**src/rtl/aes_mix_columns_seq.sv**
```systemverilog
// ============================================================================
// Module  : aes_mix_columns_seq
// Brief   : AES (Inv)MixColumns over a full state, NumColsPerCycle columns/cycle.
// Revision: 1.0 - initial release
// ============================================================================
`default_nettype none

package aes_mix_columns_seq_pkg;
  typedef enum logic [2:0] {
    CIPH_FWD = 3'b011,
    CIPH_INV = 3'b100
  } ciph_op_e;
endpackage

module aes_mix_single_column
  import aes_mix_columns_seq_pkg::*;
(
  input  ciph_op_e        op_i,
  input  logic [3:0][7:0] data_i,
  output logic [3:0][7:0] data_o
);

  function automatic logic [7:0] xtime(input logic [7:0] b);
    return {b[6:0], 1'b0} ^ (b[7] ? 8'h1b : 8'h00);
  endfunction

  logic [7:0]      w_u;
  logic [7:0]      w_v;
  logic [3:0][7:0] w_pre;

  // InvMixColumns = MixColumns applied after a cheap {04,00,05,00} pre-mix.
  always_comb begin
    w_u   = xtime(xtime(data_i[0] ^ data_i[2]));
    w_v   = xtime(xtime(data_i[1] ^ data_i[3]));
    w_pre = data_i;
    if (op_i == CIPH_INV) begin
      w_pre[0] = data_i[0] ^ w_u;
      w_pre[1] = data_i[1] ^ w_v;
      w_pre[2] = data_i[2] ^ w_u;
      w_pre[3] = data_i[3] ^ w_v;
    end
    for (int r = 0; r < 4; r++) begin
      data_o[r] = xtime(w_pre[r]) ^ xtime(w_pre[2'(r + 1)]) ^ w_pre[2'(r + 1)]
                ^ w_pre[2'(r + 2)] ^ w_pre[2'(r + 3)];
    end
  end

endmodule

module aes_mix_columns_seq
  import aes_mix_columns_seq_pkg::*;
#(
  parameter int NumColsPerCycle = 1
) (
  input  logic                 clk_i,
  input  logic                 rst_ni,
  input  logic                 clear_i,
  input  logic                 in_valid_i,
  output logic                 in_ready_o,
  input  ciph_op_e             op_i,
  input  logic [3:0][3:0][7:0] state_i,
  output logic                 out_valid_o,
  input  logic                 out_ready_i,
  output logic [3:0][3:0][7:0] state_o,
  output logic                 busy_o,
  output logic                 err_o
);

  if (!(NumColsPerCycle == 1 || NumColsPerCycle == 2 || NumColsPerCycle == 4)) begin : g_bad_param
    $error("NumColsPerCycle must be 1, 2 or 4");
  end

  localparam logic [1:0] c_step = 2'(NumColsPerCycle);
  localparam logic [1:0] c_last = 2'(4 - NumColsPerCycle);

  // Pairwise Hamming distance >= 3 so a single upset never lands on a legal state.
  typedef enum logic [4:0] {
    IDLE = 5'b01011,
    BUSY = 5'b10110,
    DONE = 5'b11101
  } state_e;

  state_e               r_fsm;
  state_e               w_fsm_nxt;
  logic [1:0]           r_col_cnt;
  logic [3:0][3:0][7:0] r_state;
  logic [3:0][3:0][7:0] r_result;
  ciph_op_e             r_op;
  logic                 r_err;
  logic                 w_accept;
  logic                 w_step;
  logic                 w_fault;
  logic                 w_op_ok;

  logic [NumColsPerCycle-1:0][3:0][7:0] w_col_in;
  logic [NumColsPerCycle-1:0][3:0][7:0] w_col_out;

  for (genvar i = 0; i < NumColsPerCycle; i++) begin : g_col
    logic [1:0] w_idx;
    assign w_idx       = r_col_cnt + 2'(i);
    assign w_col_in[i] = {r_state[3][w_idx], r_state[2][w_idx],
                          r_state[1][w_idx], r_state[0][w_idx]};

    aes_mix_single_column u_col (
      .op_i   (r_op),
      .data_i (w_col_in[i]),
      .data_o (w_col_out[i])
    );
  end

  always_ff @(posedge clk_i or negedge rst_ni) begin
    if (!rst_ni) r_fsm <= IDLE;
    else         r_fsm <= w_fsm_nxt;
  end

  always_comb begin
    w_fsm_nxt   = r_fsm;
    in_ready_o  = 1'b0;
    out_valid_o = 1'b0;
    busy_o      = 1'b0;
    w_accept    = 1'b0;
    w_step      = 1'b0;
    w_fault     = 1'b0;
    case (r_fsm)
      IDLE: begin
        in_ready_o = !clear_i;
        if (in_valid_i && !clear_i) begin
          w_accept  = 1'b1;
          w_fsm_nxt = BUSY;
        end
      end
      BUSY: begin
        busy_o = 1'b1;
        w_step = 1'b1;
        if (r_col_cnt == c_last) w_fsm_nxt = DONE;
      end
      DONE: begin
        busy_o      = 1'b1;
        out_valid_o = 1'b1;
        if (out_ready_i) w_fsm_nxt = IDLE;
      end
      default: begin
        w_fault   = 1'b1;
        w_fsm_nxt = IDLE;
      end
    endcase
    if (clear_i) w_fsm_nxt = IDLE;
  end

  assign w_op_ok = (op_i == CIPH_FWD) || (op_i == CIPH_INV);

  always_ff @(posedge clk_i or negedge rst_ni) begin
    if (!rst_ni) begin
      r_col_cnt <= 2'd0;
      r_state   <= '0;
      r_result  <= '0;
      r_op      <= CIPH_FWD;
      r_err     <= 1'b0;
    end else begin
      if (w_fault) r_err <= 1'b1;
      if (clear_i || w_fault) begin
        r_col_cnt <= 2'd0;
        r_state   <= '0;
        r_result  <= '0;
      end else if (w_accept) begin
        r_state   <= state_i;
        r_col_cnt <= 2'd0;
        r_op      <= w_op_ok ? op_i : CIPH_FWD;
        if (!w_op_ok) r_err <= 1'b1;
      end else if (w_step) begin
        for (int i = 0; i < NumColsPerCycle; i++) begin
          for (int r = 0; r < 4; r++) begin
            r_result[r][r_col_cnt + 2'(i)] <= w_col_out[i][r];
          end
        end
        r_col_cnt <= r_col_cnt + c_step;
      end
    end
  end

  // Only a finished result is ever visible.
  assign state_o = out_valid_o ? r_result : '0;
  assign err_o   = r_err;

endmodule

`default_nettype wire

```
**config.mk**
```make
export PLATFORM = sky130hd
export DESIGN_NAME = aes_mix_columns_seq
export DESIGN_NICKNAME = d
export VERILOG_FILES = /design/src/rtl/aes_mix_columns_seq.sv
export SDC_FILE = /design/constraint.sdc
export NUM_CORES = 1
export LEC_CHECK = 0
export CAP_MARGIN = 40
export CELL_PAD_IN_SITES_DETAIL_PLACEMENT = 0
export CELL_PAD_IN_SITES_GLOBAL_PLACEMENT = 1
export CORE_MARGIN = 1
export CORE_UTILIZATION = 11
export DETAILED_ROUTE_END_ITERATION = 10
export PLACE_DENSITY_LB_ADDON = 0.1
export SLEW_MARGIN = 20
export SYNTH_ARGS = -nofsm -noshare
export SYNTH_HDL_FRONTEND = slang
export SYNTH_SLANG_ARGS = --single-unit
```
**constraint.sdc**
```tcl
create_clock -name clk_i -period 1.67 [get_ports clk_i]
set_clock_uncertainty 0.05 [all_clocks]
set_input_delay 0.2505 -clock clk_i [delete_from_list [all_inputs] [get_ports clk_i]]
set_output_delay 0.2505 -clock clk_i [all_outputs]
set_load 0.1 [all_outputs]
```
==> results of run 1 <==
[routing by layer]
metal / global-route usage [%] / part of all wire [%] / routed length [µm]
met1: 2.79 / 35 / 627
met2: 3.96 / 45 / 808
met3: 1.32 / 19 / 331
met4: 0.779 / 0.79 / 14
met5: 0 / 0 / 0
[synthesized netlist by cell type (2+ instances only)]
cell	instances
a21oi_1	3
nor2_1	3
ha_1	2
nand2_1	2
nand3b_1	2
buf_4	130
dfstp_2	2
dfrtp_1	4
inv_1	3
[cell type report]
class / count / area [µm²]
fillers: 1407 / 10800
multi-input cells: 157 / 714
well taps: 168 / 210
repair buffers: 14 / 173
flip-flops and latches: 6 / 154
clock buffers: 4 / 78.8
inverters: 3 / 11.3
[timing repair]
item	4_1_cts	5_1_grt
hold buffers	0	0
buffers inserted	1	0
gates resized for setup	0	1
setup endpoints to repair	1	2
[worst register-to-register path, stage by stage (launching register included)]
cell and delay, ns:
dfstp_2 0.59, nand3b_4 0.15, a21boi_1 0.16, a311o_1 0.31
[registers in the layout (all words and copies together), names as in the netlist]
signal and count:
r_col_cnt 2, r_fsm 3, err_o 1
[kinds of logic after synthesis]
logic type / count (synthesis)
simple gates: 16
mux: 1
other cells: 1
xor+xnor: 2
compound gates: 8
flops: 6
fa+ha+maj: 2
buf+inv: 134
[how the worst max path moves through the flow]
| stage | start | to | slack [ns] |
|---|---|---|---|
| 5_1_grt | r_fsm[3]$_DFFE_PN1P_ | out_valid_o | 0.01 |
| 3_3_place_gp | in_valid_i | r_fsm[3]$_DFFE_PN1P_ | 0.06 |
| 4_1_cts | r_fsm[2]$_DFFE_PN0P_ | in_ready_o | 0.06 |
| 3_5_place_dp | in_valid_i | r_fsm[3]$_DFFE_PN1P_ | 0.10 |
| 2_1_floorplan | r_fsm[3]$_DFFE_PN1P_ | out_valid_o | 0.005 |
| 6_report | r_fsm[1]$_DFFE_PN1P_ | in_ready_o | 0.06 |
[power breakdown]
group	total [mW]	internal [mW]	switching, mW
logic	1.34	0.0467	1.30
clock network	0.400	0.317	0.0833
registers	0.160	0.152	0.00817
==> flow_summary.toml, run 1 <==
[status]
outcome = "complete, no violations"

[clock_network]
cts.sinks = 6
cts-root-buf = "clkbuf_16"
clk_pin_slew_ns = 0.04
h-tree-depth = 1
numCtsBuffers = 3
worst_skew_pair.late_latency_ns = 0.23
cts_buffer_depth = 2
tritoncts = "done"

[setup_path]
cp.depth = 2
slowest_delay_ns = 0.59
worstSetupStartpointType = "flip-flop"
crit_type = "flip-flop to output pin"
rrSetupSlack_ns = 0.29
critPathArrivalTime_ns = 1.31
slowest_stage = "dfstp_2"
worst-path-buf-inv = 1
reg2regPathDepth = 3
crit_family = "flip-flops"
critPathCaptureType = "output pin"
reg2reg_from = "r_fsm[1]$_DFFE_PN1P_"
crit_required_ns = 1.37
cp_max_fo = 5
rr_endpoint = "err_o$_DFF_PN0_"
crit_chain = "and4bb_2, buf_12"

[detailed_routing]
routed_wl_um = 1780
drtAntennaViolNets = 0
drt_iter0_drc = 4
dr_total_vias = 715
drc_errors = 0
post_drt_via_cell_ratio = 2.03
wire_per_inst_um = 5.06
firstDrtPassIters = 4

[sta]
grt_setup_unrepaired = "no"
tns_ns = 0
drv_slew = 0
finalHoldViolCount = 0
fmax_mhz = 623
period_needed_ns = 1.61
hold_slack_ns = 0.255
setup_violations = 0
post-route-period-util_pct = 96.2
fin_ws_ns = 0.0639

[yosys]
synth.ff_latch_count = 6
avgSynthCellArea_um2 = 8.15
yosysTopAreaCell = "buf_4"
synth-main-ff-cell = "dfrtp_1"
synth_edf_count = 0
ys_async_sr_fraction_pct = 100
synthAdderAreaFrac_pct = 1.81
synth_cells = 170
synth_top_family_by_area = "buffers and inverters"
yosysWarnings = 0
yosys-top-cells-area = "buf_4 (70%), dfrtp_1 (7.2%), dfstp_2 (3.8%)"
muxShareOfSynthArea_pct = 0.722
syn-cell-area_mm2 = 0.00139
synth_top_area_share_pct = 70.4
synth_compound_area_share_pct = 3.88
synth_simple_gate_area_share_pct = 9.03
synth_cell_type_count = 28
synthXorXnorAreaFrac_pct = 1.26
ys_seq_area_share_pct = 11.0

[placed_design]
pre_cts_ws_ns = 0.101
routabilityCongestion = 0.579
placed_cells = 347
hpwl_um = 1540
portBuffers = 11
placed_area_mm2 = 0.00125

[final_layout]
nets = 323
antennaDiodeCount = 0
final_common_cell = "conb_1"
syn2layout_area_growth_pct = -3.25
drive_gt1_share_pct = 8.70
layout_common_cells = "conb_1 (128), clkdlybuf4s50_1 (7), buf_12 (4)"
utilization_pct = 11.0
fin_area_mm2 = 0.00134
finalNonFillerCells = 352

[worst_hold_path]
hold_class = "input port to async pin"

[power]
p_total_mw = 1.90
pwr_density_cell_mw_per_mm2 = 1420
leakage_nw = 0.714
vdd_drop_max_mv = 0.332

[floorplan]
core_area_mm2 = 0.0122
io_pins = 268
die_height_um = 114
dieWidth_um = 114
rows = 40
fp.dieArea_mm2 = 0.0131
initial_core_util_pct = 11.4

[global_route]
grt.total_usage_pct = 2.46
grt_max_degree = 10
grt_pass1_wl_um = 2320
grt_pass1_vias = 455
grt_antenna_before_repair = 0
grt_overflow_total = 0

[job]
maxCapViolations = 0
Power figures use the tool's default switching activity.
==> run 2: changes to the inputs <==
==> constraint.sdc (replaced) <==
create_clock -name clk_i -period 1.5 [get_ports clk_i]
set_clock_uncertainty 0.05 [all_clocks]
set_input_delay 0.225 -clock clk_i [delete_from_list [all_inputs] [get_ports clk_i]]
set_output_delay 0.225 -clock clk_i [all_outputs]
set_load 0.1 [all_outputs]
==> flow_summary.toml, run 2 (synthesized netlist as in run 1, its figures left out) <==
[final_layout]
largest_reg_flops = 3
fin_area_mm2 = 0.00140
final_common_cell = "conb_1"
drive_gt1_share_pct = 13.2
regMostFlops = "r_fsm"
antennaDiodeCount = 0
fill_cells = 1417
finalNonFillerCells = 357
syn2layout_area_growth_pct = 0.812
layout_common_cells = "conb_1 (128), buf_4 (9), clkdlybuf4s50_1 (7)"
nets = 329

[clock_network]
numCtsBuffers = 3
cts_buffer_depth = 2
worst_skew_pair.late_latency_ns = 0.23
hold_buffers = 0
cts.sinks = 6
h-tree-depth = 1
cts-root-buf = "clkbuf_16"
tritoncts = "done"
clk_pin_slew_ns = 0.03

[sta]
post-route-period-util_pct = 107
finalHoldViolCount = 0
drv_slew = 0
period_needed_ns = 1.60
grt_setup_unrepaired = "yes"
hold_slack_ns = 0.208
fmax_mhz = 626
setup_violations = 3
fin_ws_ns = -0.0985

[floorplan]
initial_core_util_pct = 11.4
io_pins = 268
rows = 40
die_height_um = 114
dieWidth_um = 114
core_area_mm2 = 0.0122
fp.dieArea_mm2 = 0.0131

[global_route]
grt_pass1_wl_um = 2310
grt_max_degree = 10
grt_antenna_before_repair = 0
grt_pass1_vias = 427
grt.total_usage_pct = 2.41
grt_overflow_total = 0

[detailed_routing]
post_drt_via_cell_ratio = 2.02
drtAntennaViolNets = 0
drt_iter0_drc = 8
firstDrtPassIters = 2
routed_wl_um = 1810
dr_total_vias = 721
drc_errors = 0
wire_per_inst_um = 5.07

[setup_path]
rr_endpoint = "err_o$_DFF_PN0_"
reg2reg_from = "r_fsm[1]$_DFFE_PN1P_"
critPathArrivalTime_ns = 1.32
reg2regPathDepth = 4
critPathCaptureType = "output pin"
crit_type = "flip-flop to output pin"
rrSetupSlack_ns = 0.07
worstSetupStartpointType = "flip-flop"
cp_max_fo = 3
crit_required_ns = 1.22

[power]
switching_power_mw = 1.54
p_clk_share_pct = 20.3
p_seq_share_pct = 8.2
vdd_drop_max_mv = 0.340
leakage_nw = 0.733
p_int_uw = 574
swShare_pct = 72.9
pwr_density_cell_mw_per_mm2 = 1520
combPwrFrac_pct = 71.4

[worst_hold_path]
hold_class = "input port to async pin"

[placed_design]
placed_area_mm2 = 0.00127
portBuffers = 11
placed_cells = 349
hpwl_um = 1570
routabilityCongestion = 0.565

[status]
outcome = "finished with violations"
failed_checks = "negative setup slack"

[job]
maxCapViolations = 0
==> run 2: worst max path at each step <==
| stage | to | startpoint | slack [ns] | depth (start not counted) |
|---|---|---|---|---|
| after global routing | out_valid_o | r_fsm[1]$_DFFE_PN1P_ | -0.15 | 3 |
| after CTS | out_valid_o | r_fsm[1]$_DFFE_PN1P_ | -0.10 | 3 |
| after global placement | r_fsm[3]$_DFFE_PN1P_ | in_valid_i | -0.07 | 4 |
| final | out_valid_o | r_fsm[1]$_DFFE_PN1P_ | -0.1 | 3 |
| after detailed placement | r_fsm[3]$_DFFE_PN1P_ | in_valid_i | -0.01 | 4 |
| after floorplan | err_o$_DFF_PN0_ | r_fsm[1]$_DFFE_PN1P_ | -0.12 | 3 |
==> run 2: metal layers <==
layer / up-vias / GRT usage [%] / wire length (µm)
met4: 0 / 0.260 / 0
met2: 108 / 3.27 / 686
li1: 312 / - / -
met5: - / 0 / 0
met3: 0 / 1.69 / 352
met1: 301 / 3.14 / 772
==> run 2: final cells by class <==
cell class	count	area (µm²)	share of cell area, %
Multi-Input combinational cell	157	726	51.9
Timing Repair Buffer	20	218	15.6
Tap cell	168	210	15.0
Sequential cell	6	154	11.0
Clock buffer	3	75.1	5.37
Inverter	3	15.0	1.07
==> run 2: power groups by stage <==
stage / registers [mW] / logic, mW / clock network, mW
2_1_floorplan: 0.172 / 1.71 / 0
3_3_place_gp: 0.181 / 1.49 / 0
3_5_place_dp: 0.179 / 1.49 / 0
4_1_cts: 0.178 / 1.49 / 0.440
5_1_grt: 0.175 / 1.54 / 0.459
6_report: 0.174 / 1.51 / 0.430
==> run 2: through the flow <==
| step | worst slack [ns] | TNS [ns] | util (%) | power, mW |
|---|---|---|---|---|
| 2_1_floorplan | -0.117 | -0.182 | - | 1.88 |
| 3_3_place_gp | -0.0690 | -0.0690 | 10.5 | 1.67 |
| 3_5_place_dp | -0.0137 | -0.0165 | 10.5 | 1.67 |
| 4_1_cts | -0.103 | -0.255 | 11.2 | 2.11 |
| 5_1_grt | -0.148 | -0.341 | 11.5 | 2.18 |
| 6_report | -0.0985 | -0.206 | 11.5 | 2.12 |
==> run 2: critical path, cell delays in order, from the launching register on <==
cell,delay [ns]
dfstp_2,0.54
nand3b_1,0.23
clkinvlp_4,0.15
buf_12,0.18
==> run 2: what timing repair did <==
action,in CTS,in global routing
endpoints found under the setup margin,3,3
setup buffers,1,4
gates resized for setup,1,2
pin swaps,2,2
